`config.mk`:
```
export PLATFORM = sky130hd
export DESIGN_NAME = seq_accumulator
export DESIGN_NICKNAME = d
export VERILOG_FILES = /design/src/rtl/seq_accumulator.sv
export SDC_FILE = /design/constraint.sdc
export NUM_CORES = 1
export LEC_CHECK = 0
export ABC_AREA = 0
export CORE_AREA = 2 2 57 59
export DETAILED_ROUTE_END_ITERATION = 7
export DIE_AREA = 0 0 59 61
export DONT_BUFFER_PORTS = 1
export GPL_TIMING_DRIVEN = 0
export PLACE_DENSITY = 0.75
export SLEW_MARGIN = 5
export SYNTH_ARGS = -nofsm -noshare
export SYNTH_HDL_FRONTEND = slang
export SYNTH_SLANG_ARGS = --single-unit
```
`constraint.sdc`:
```
create_clock -name clock -period 5.9 [get_ports clock]
set_input_delay 1.18 -clock clock [delete_from_list [all_inputs] [get_ports clock]]
set_output_delay 1.18 -clock clock [all_outputs]
set_load 0.05 [all_outputs]
```
`src/rtl/seq_accumulator.sv`:
```
// seq_accumulator: counts a programmed number of unsigned samples into a
// WIDTH-bit running sum (wrap or saturate), with a sticky overflow flag and
// a valid/ready result handshake. Outputs depend on registered state only.
module seq_accumulator #(
  parameter int WIDTH = 8,
  parameter int CNT_W = 8
) (
  input  logic             clock,
  input  logic             reset,
  input  logic             start,
  input  logic [CNT_W-1:0] num_samples,
  input  logic             sat_mode,
  input  logic             in_valid,
  input  logic [WIDTH-1:0] in_data,
  output logic             in_ready,
  output logic [WIDTH-1:0] sum,
  output logic             overflow,
  output logic             out_valid,
  input  logic             out_ready,
  output logic             busy
);

  localparam logic [1:0] IDLE  = 2'd0;
  localparam logic [1:0] ACCUM = 2'd1;
  localparam logic [1:0] DONE  = 2'd2;

  logic [1:0]       state;
  logic [CNT_W-1:0] count;
  logic             mode;
  logic [WIDTH-1:0] sum_q;
  logic             ovf_q;
  logic [WIDTH:0]   total;
  logic             xfer;

  // Handshake and status flags are pure decodes of the current state.
  always_comb begin
    in_ready  = (state == ACCUM);
    out_valid = (state == DONE);
    busy      = (state == ACCUM) || (state == DONE);
    sum       = sum_q;
    overflow  = ovf_q;
  end

  // Carry-extended add of the current sample onto the running sum.
  always_comb begin
    total = {1'b0, sum_q} + {1'b0, in_data};
    xfer  = in_valid && (state == ACCUM);
  end

  // Run control: latch run parameters on start, accumulate on transfers,
  // hold the result until the consumer takes it.
  always_ff @(posedge clock or posedge reset) begin
    if (reset) begin
      state <= IDLE;
      count <= '0;
      mode  <= 1'b0;
      sum_q <= '0;
      ovf_q <= 1'b0;
    end else begin
      case (state)
        IDLE: begin
          if (start) begin
            sum_q <= '0;
            ovf_q <= 1'b0;
            count <= num_samples;
            mode  <= sat_mode;
            state <= (num_samples != '0) ? ACCUM : DONE;
          end
        end
        ACCUM: begin
          if (xfer) begin
            if (total[WIDTH]) begin
              ovf_q <= 1'b1;
              sum_q <= mode ? '1 : total[WIDTH-1:0];
            end else begin
              sum_q <= total[WIDTH-1:0];
            end
            count <= count - 1'b1;
            if (count == CNT_W'(1)) state <= DONE;
          end
        end
        DONE: begin
          if (out_ready) state <= IDLE;
        end
        default: state <= IDLE;
      endcase
    end
  end

endmodule

```
==> results_dict.tcl, run 1 <==
set metrics [dict create \
    synth.area.top_cells "sky130_fd_sc_hd__dfrtp_1 34%, sky130_fd_sc_hd__ha_1 11%, sky130_fd_sc_hd__mux2i_1 9.6%" \
    criticalPathCategory "in2reg" \
    cts_max_path_buffers 2 \
    ys_seq_elements 20 \
    vias 1175 \
    area.growth.synth_to_final_pct 5.34 \
    ctsHtreeMaxLevel 1 \
    number_of_failing_setup_endpoints_in_the_final_timing_report 0 \
    grt_pass1_vias 1133 \
    timing.hold.worst.start "mode" \
    drv_cap 0 \
    critical-path-slowest-cell "sky130_fd_sc_hd__fa_1" \
    grt_first_pass_wirelength_mm 5.24 \
    tritoncts_sink_count 20 \
    gp_congestion 0.824 \
    critical_path_sink_type "flip-flop" \
    syn_warnings 0 \
    rsz0062_at_grt "false" \
    tritonroute_pass_1_iters 4 \
    die-height_um 61 \
    design_power_total_uw 963 \
    critical_path_peak_fanout 5 \
    detail_route.vias_per_cell 6.09 \
    timing_worst_slew_pin_value_ns 0.774 \
    die_area_um2 3600 \
    groute.layer.met3.usage_pct 5.54 \
    grt_start_max_net_pins 21 \
    period_minus_slack_ns 2.65 \
    fraction_of_post_synthesis_cell_area_in_the_top_cell_type_by_area_pct 34.5 \
    post_cts_hold_buffer_count 0 \
    cp.arrival_ns 2.85 \
    worst_skew_pair.late_latency_ns 0.32 \
    antenna_violating_nets_post_route 0 \
    cp.required_ns 6.11 \
    cts_buffers 3 \
    hold_class "reg2reg" \
    design.final.nets 197 \
    place_area_um2 1490 \
    cellPowerDensity_nw_per_um2 629 \
    synth.cell_area_um2 1450 \
    power.leakage_nw 0.743 \
    fillers 292 \
    placementRows 20 \
    postSynth.asyncResetShare_pct 100 \
    cts_tree "yes" \
    area_used_by_sequential_logic_in_the_layout_um2 500 \
    dieWidth_um 59 \
    ios 34 \
    synth_cells 156 \
    grt_util_all_layers_pct 19.7 \
    hpwl_detailed_mm 2.43 \
    run_status "finished clean" \
    clock_skew_ns 0.00308 \
    initial_core_util_pct 49.2 \
    final_design_area_no_fill_um2 1530 \
    drive_gt1_share_pct 8.75 \
    finalHoldViolations 0 \
    synth_enable_flop_cells 0 \
    leading_register_cell_type_out_of_synthesis "sky130_fd_sc_hd__dfrtp_1" \
    global_route.usage.met1_pct 23.1 \
    multi_input_comb_area_um2 896 \
    timing.rr.start "sum[0]" \
    vdd_drop_max_mv 0.256 \
    antenna_found_initial 0 \
    cts_repair_resize_count 0 \
    cell_by_cell_trace_of_the_critical_path "ha_1 > fa_1 > a211oi_1 > o211ai_1 > and3_1 > nor2_2 > o22ai_1" \
    wl_per_cell_um 16.0 \
    clockRootBuffer "sky130_fd_sc_hd__clkbuf_4" \
    slew_violations 0 \
    drt_iter0_markers 42 \
    path_clk_slew_ns 0.12 \
    setup-tns-final_ns 0 \
    worstSetupStartpoint "in_data[0]" \
    mappedNetlistNets 192 \
    fin_crit_sh_pct 44.8 \
    worst_setup_path_start_kind "primary input" \
    layout_utilization_pct 51.8 \
    max-slew-margin-rel_pct 48.3 \
    num_antenna_cells 0 \
    numPortBuffers 0 \
    cp_slowest_stage_delay_ns 0.43 \
    grt.met2_usage_pct 33.0 \
    drc 0 \
    grt.busiest_layer "met2" \
    syn-mean-instance-area_um2 9.31 \
    globalRoute.totalOverflow 0 \
    post_cts_buffers 0 \
    max_freq_ghz 0.378 \
    ys_seq_area_share_pct 34.5 \
    wl_mm 3.10 \
    synth_cell_types 34 \
    synth.largest_area_cell "sky130_fd_sc_hd__dfrtp_1" \
    coreArea_um2 2950 \
    final_hold_slack_ns 0.529 \
]
## layer usage
metal	share of wire, %	routed length, um	up-vias
li1	-	-	575
met1	42	1320	568
met2	50	1540	27
met3	5.7	178	5
met4	2.1	65	0
met5	0	0	-
## state kept, by name, summed over array words and instances (netlist names)
signal / cells
mode: 1
state: 2
overflow: 1
sum: 8
count: 8
## synthesized netlist by cell type (3+ instances only)
library cell              count
sky130_fd_sc_hd__a22oi_1      7
sky130_fd_sc_hd__mux2i_1     14
sky130_fd_sc_hd__a21oi_1     17
sky130_fd_sc_hd__dfrtp_1     20
sky130_fd_sc_hd__and3_1       3
sky130_fd_sc_hd__inv_1        8
sky130_fd_sc_hd__nor4_1       3
sky130_fd_sc_hd__nand2_1     12
sky130_fd_sc_hd__nand3_1      9
sky130_fd_sc_hd__a21o_1       3
sky130_fd_sc_hd__ha_1        13
sky130_fd_sc_hd__xor2_1       4
sky130_fd_sc_hd__nor3_1       3
sky130_fd_sc_hd__nor2_1       7
sky130_fd_sc_hd__o21ai_0     10
## layout by cell type, fill, tap and decap left out, types with 2 or more instances in the layout
| cell type | synthesis | routed |
|---|---|---|
| sky130_fd_sc_hd__a21o_1 | 3 | 3 |
| sky130_fd_sc_hd__a21oi_1 | 17 | 17 |
| sky130_fd_sc_hd__a22oi_1 | 7 | 7 |
| sky130_fd_sc_hd__and3_1 | 3 | 3 |
| sky130_fd_sc_hd__clkbuf_1 | 2 | 2 |
| sky130_fd_sc_hd__clkbuf_4 | 0 | 3 |
| sky130_fd_sc_hd__dfrtp_1 | 20 | 20 |
| sky130_fd_sc_hd__ha_1 | 13 | 13 |
| sky130_fd_sc_hd__inv_1 | 8 | 8 |
| sky130_fd_sc_hd__mux2i_1 | 14 | 14 |
| sky130_fd_sc_hd__nand2_1 | 12 | 12 |
| sky130_fd_sc_hd__nand2b_1 | 2 | 2 |
| sky130_fd_sc_hd__nand3_1 | 9 | 9 |
| sky130_fd_sc_hd__nor2_1 | 7 | 7 |
| sky130_fd_sc_hd__nor2_2 | 2 | 2 |
| sky130_fd_sc_hd__nor3_1 | 3 | 3 |
| sky130_fd_sc_hd__nor4_1 | 3 | 3 |
| sky130_fd_sc_hd__o211ai_1 | 2 | 2 |
| sky130_fd_sc_hd__o21ai_0 | 10 | 10 |
| sky130_fd_sc_hd__xor2_1 | 4 | 4 |
## worst paths after layout
path / cells past startpoint / end / slack, ns
setup / recovery: 7 / sum[7] / 3.25
max in group asynchronous: 1 / sum[1] / 4.55
hold reg to reg: 1 / mode / 0.53
setup reg to reg: 7 / sum[7] / 3.40
min in group asynchronous: 1 / sum[6] / 0.87
hold / removal: 1 / mode / 0.53
## area by class of cell
type	instances	share of cell area (%)
flip-flops and latches	20	32.7
clock buffers	4	2.37
plain buffers	4	1.72
multi-input cells	124	58.5
well taps	33	2.70
inverters	8	1.96
## power by group
part / switching [mW] / internal (mW)
sequential: 0.168 / 0.203
clock: 0.0475 / 0.0378
combinational: 0.297 / 0.210
## kinds of logic (layout without fill, tap and decap cells)
family	after synthesis	after routing	synth area share (%)
compound gates	43	43	17.8
mux	15	15	10.4
xor+xnor	5	5	3.01
flops	20	20	34.5
buf+inv	12	16	3.88
simple gates	47	47	17.8
fa+ha+maj	14	14	12.6
## stage by stage
stage                     setup WS (ns)  std cells
after global routing               3.09        193
final                              3.25        193
after detailed placement           2.94        189
after floorplan                    3.18        156
after CTS                          3.27        193
after global placement             2.94        189
## critical path, delay by kind of cell
kind | cells | cell delay, ns
AO/OA/AOI/OAI | 3 | 0.59
adder cells (fa/ha/maj) | 2 | 0.63
AND/OR/NAND/NOR | 2 | 0.45
Note: power is estimated with default switching activity, not from simulation.
==> run 2: changes to the inputs <==
- PLACE_DENSITY: 0.75 -> 0.77
- clock period: 5.9 -> 2.3 ns (I/O delays scaled with it)
==> run 2 against run 1 <==
Against the previous run:
- clock-buffer cell count is 1 lower
- sequential power rose to 2.6 times the previous value
- hold slack worse by 0.37 ns
- cell count unchanged
- register-to-register slack got worse by 3.3 ns
- non-clock buffer count stayed put
- largest power group unchanged
- clock power grew to 3.6 times the previous value
- combinational power grew to 2.6 times the previous value
==> results_dict.tcl, run 2 (same netlist as run 1, synthesis figures left out) <==
set metrics [dict create \
    grt_start_max_net_pins 21 \
    tritonroute_pass_1_iters 4 \
    period_minus_slack_ns 2.19 \
    critical_path_peak_fanout 5 \
    initial_core_util_pct 49.2 \
    cts_buffers 3 \
    dieWidth_um 59 \
    grt_util_all_layers_pct 20.8 \
    cellPowerDensity_nw_per_um2 1670 \
    cp.arrival_ns 2.41 \
    vdd_drop_max_mv 0.720 \
    max_freq_ghz 0.458 \
    power.internal_mw 1.25 \
    criticalPathCategory "reg2reg" \
    drt_iter0_markers 58 \
    design_power_total_mw 2.60 \
    power_frac_comb_pct 51.5 \
    layout.cells.most_common_list "19 x sky130_fd_sc_hd__dfrtp_1, 17 x sky130_fd_sc_hd__a21oi_1, 14 x sky130_fd_sc_hd__mux2i_1, 12 x sky130_fd_sc_hd__nand2_1, 12 x sky130_fd_sc_hd__ha_1" \
    ctsHtreeMaxLevel 1 \
    cts_tree "yes" \
    run_status "finished clean" \
    final_critical_path_setup_slack_ns 0.115 \
    layout_utilization_pct 52.9 \
    numPortBuffers 0 \
    power_switching_share_pct 52.0 \
    setup-tns-final_ns 0 \
    post_cts_hold_buffer_count 0 \
    hold_class "in2async" \
    die-height_um 61 \
    net_load_switching_power_mw 1.35 \
    max-slew-margin-rel_pct 45.8 \
    gp_congestion 0.880 \
    final_design_area_no_fill_um2 1560 \
    hpwl_detailed_mm 2.41 \
    clock_skew_ns 0.0131 \
    grt_pass1_vias 1248 \
    timing_worst_slew_pin_value_ns 0.812 \
    worst_skew_pair.late_latency_ns 0.33 \
    grt_first_pass_wirelength_mm 5.68 \
    design.final.nets 197 \
    rsz0062_at_grt "false" \
    coreArea_um2 2950 \
    num_antenna_cells 0 \
    finalHoldViolations 0 \
    number_of_failing_setup_endpoints_in_the_final_timing_report 0 \
    clockRootBuffer "sky130_fd_sc_hd__clkbuf_4" \
    antenna_violating_nets_post_route 0 \
    finalNonFillerCells 193 \
    globalRoute.totalOverflow 0 \
    final_hold_slack_ns 0.155 \
    wl_mm 3.34 \
    cts_max_path_buffers 2 \
    die_area_um2 3600 \
    area.growth.synth_to_final_pct 7.58 \
    place_area_um2 1490 \
    drive_gt1_share_pct 11.3 \
    tritoncts_sink_count 20 \
    power.sequential.fraction_pct 36.7 \
    wl_per_cell_um 17.3 \
    cp.required_ns 2.53 \
    slew_violations 0 \
    critical_path_sink_type "flip-flop" \
    power.clock.fraction_pct 11.8 \
    fin_crit_sh_pct 95.0 \
    worst_setup_slack_after_placement_ns -0.153 \
    detail_route.vias_per_cell 6.15 \
    path_clk_slew_ns 0.14 \
    worst_setup_path_start_kind "flip-flop" \
    antenna_found_initial 0 \
    drv_cap 0 \
    placementRows 20 \
    ios 34 \
    fillers 276 \
    vias 1186 \
    place_inst 189 \
    mostFrequentLayoutCell "sky130_fd_sc_hd__dfrtp_1" \
    power.leakage_nw 0.747 \
    drc 0 \
]
[run 2: cell type report]
cell class	instances	area [um^2]	share of cell area [%]
Multi-Input combinational cell	124	911	58.3
Sequential cell	20	502	32.1
Tap cell	33	41.3	2.64
Clock inverter	1	30.0	1.92
Inverter	8	30.0	1.92
Buffer	4	26.3	1.68
Clock buffer	3	22.5	1.44
[run 2: critical path, stage by stage, from the launching register on]
cell and delay (ns):
sky130_fd_sc_hd__dfrtp_2 0.55, sky130_fd_sc_hd__ha_1 0.26, sky130_fd_sc_hd__fa_2 0.38, sky130_fd_sc_hd__a211oi_2 0.27
sky130_fd_sc_hd__o211ai_1 0.12, sky130_fd_sc_hd__and3_1 0.24, sky130_fd_sc_hd__nor2_4 0.16, sky130_fd_sc_hd__a21oi_1 0.10
[run 2: power groups by stage]
stage / clock network (mW) / logic, mW / registers [mW]
floorplan: 0 / 1.11 / 0.913
global placement: 0 / 1.25 / 0.951
detailed placement: 0 / 1.30 / 0.959
CTS: 0.300 / 1.33 / 0.956
global route: 0.323 / 1.51 / 0.986
finish: 0.306 / 1.34 / 0.956
[run 2: repair_timing]
action	4_1_cts	5_1_grt
resized for setup	2	3
setup endpoints to repair	8	10
cloned	0	0
pin swaps	0	1
setup buffers	0	0
[run 2: path summary, 6_finish.rpt]
kind,start,slack (ns),cells after the start,end
max,sum[0],0.11,7,sum[4]
min,reset,0.15,1,sum[7]
max reg2reg,sum[0],0.11,7,sum[4]
min reg2reg,mode,0.53,1,mode
max in group asynchronous,reset,1.60,1,sum[0]
min in group clock,sat_mode,0.28,1,mode
[run 2: metal layers]
layer / wire (um) / share of wire (%) / vias up / global-route usage [%]
met1: 1450 / 43 / 576 / 26.1
met2: 1680 / 50 / 25 / 34.9
met3: 183 / 5.5 / 6 / 5.76
met4: 36 / 1.1 / 0 / 6.82
met5: 0 / 0 / - / 0
li1: - / - / 579 / -
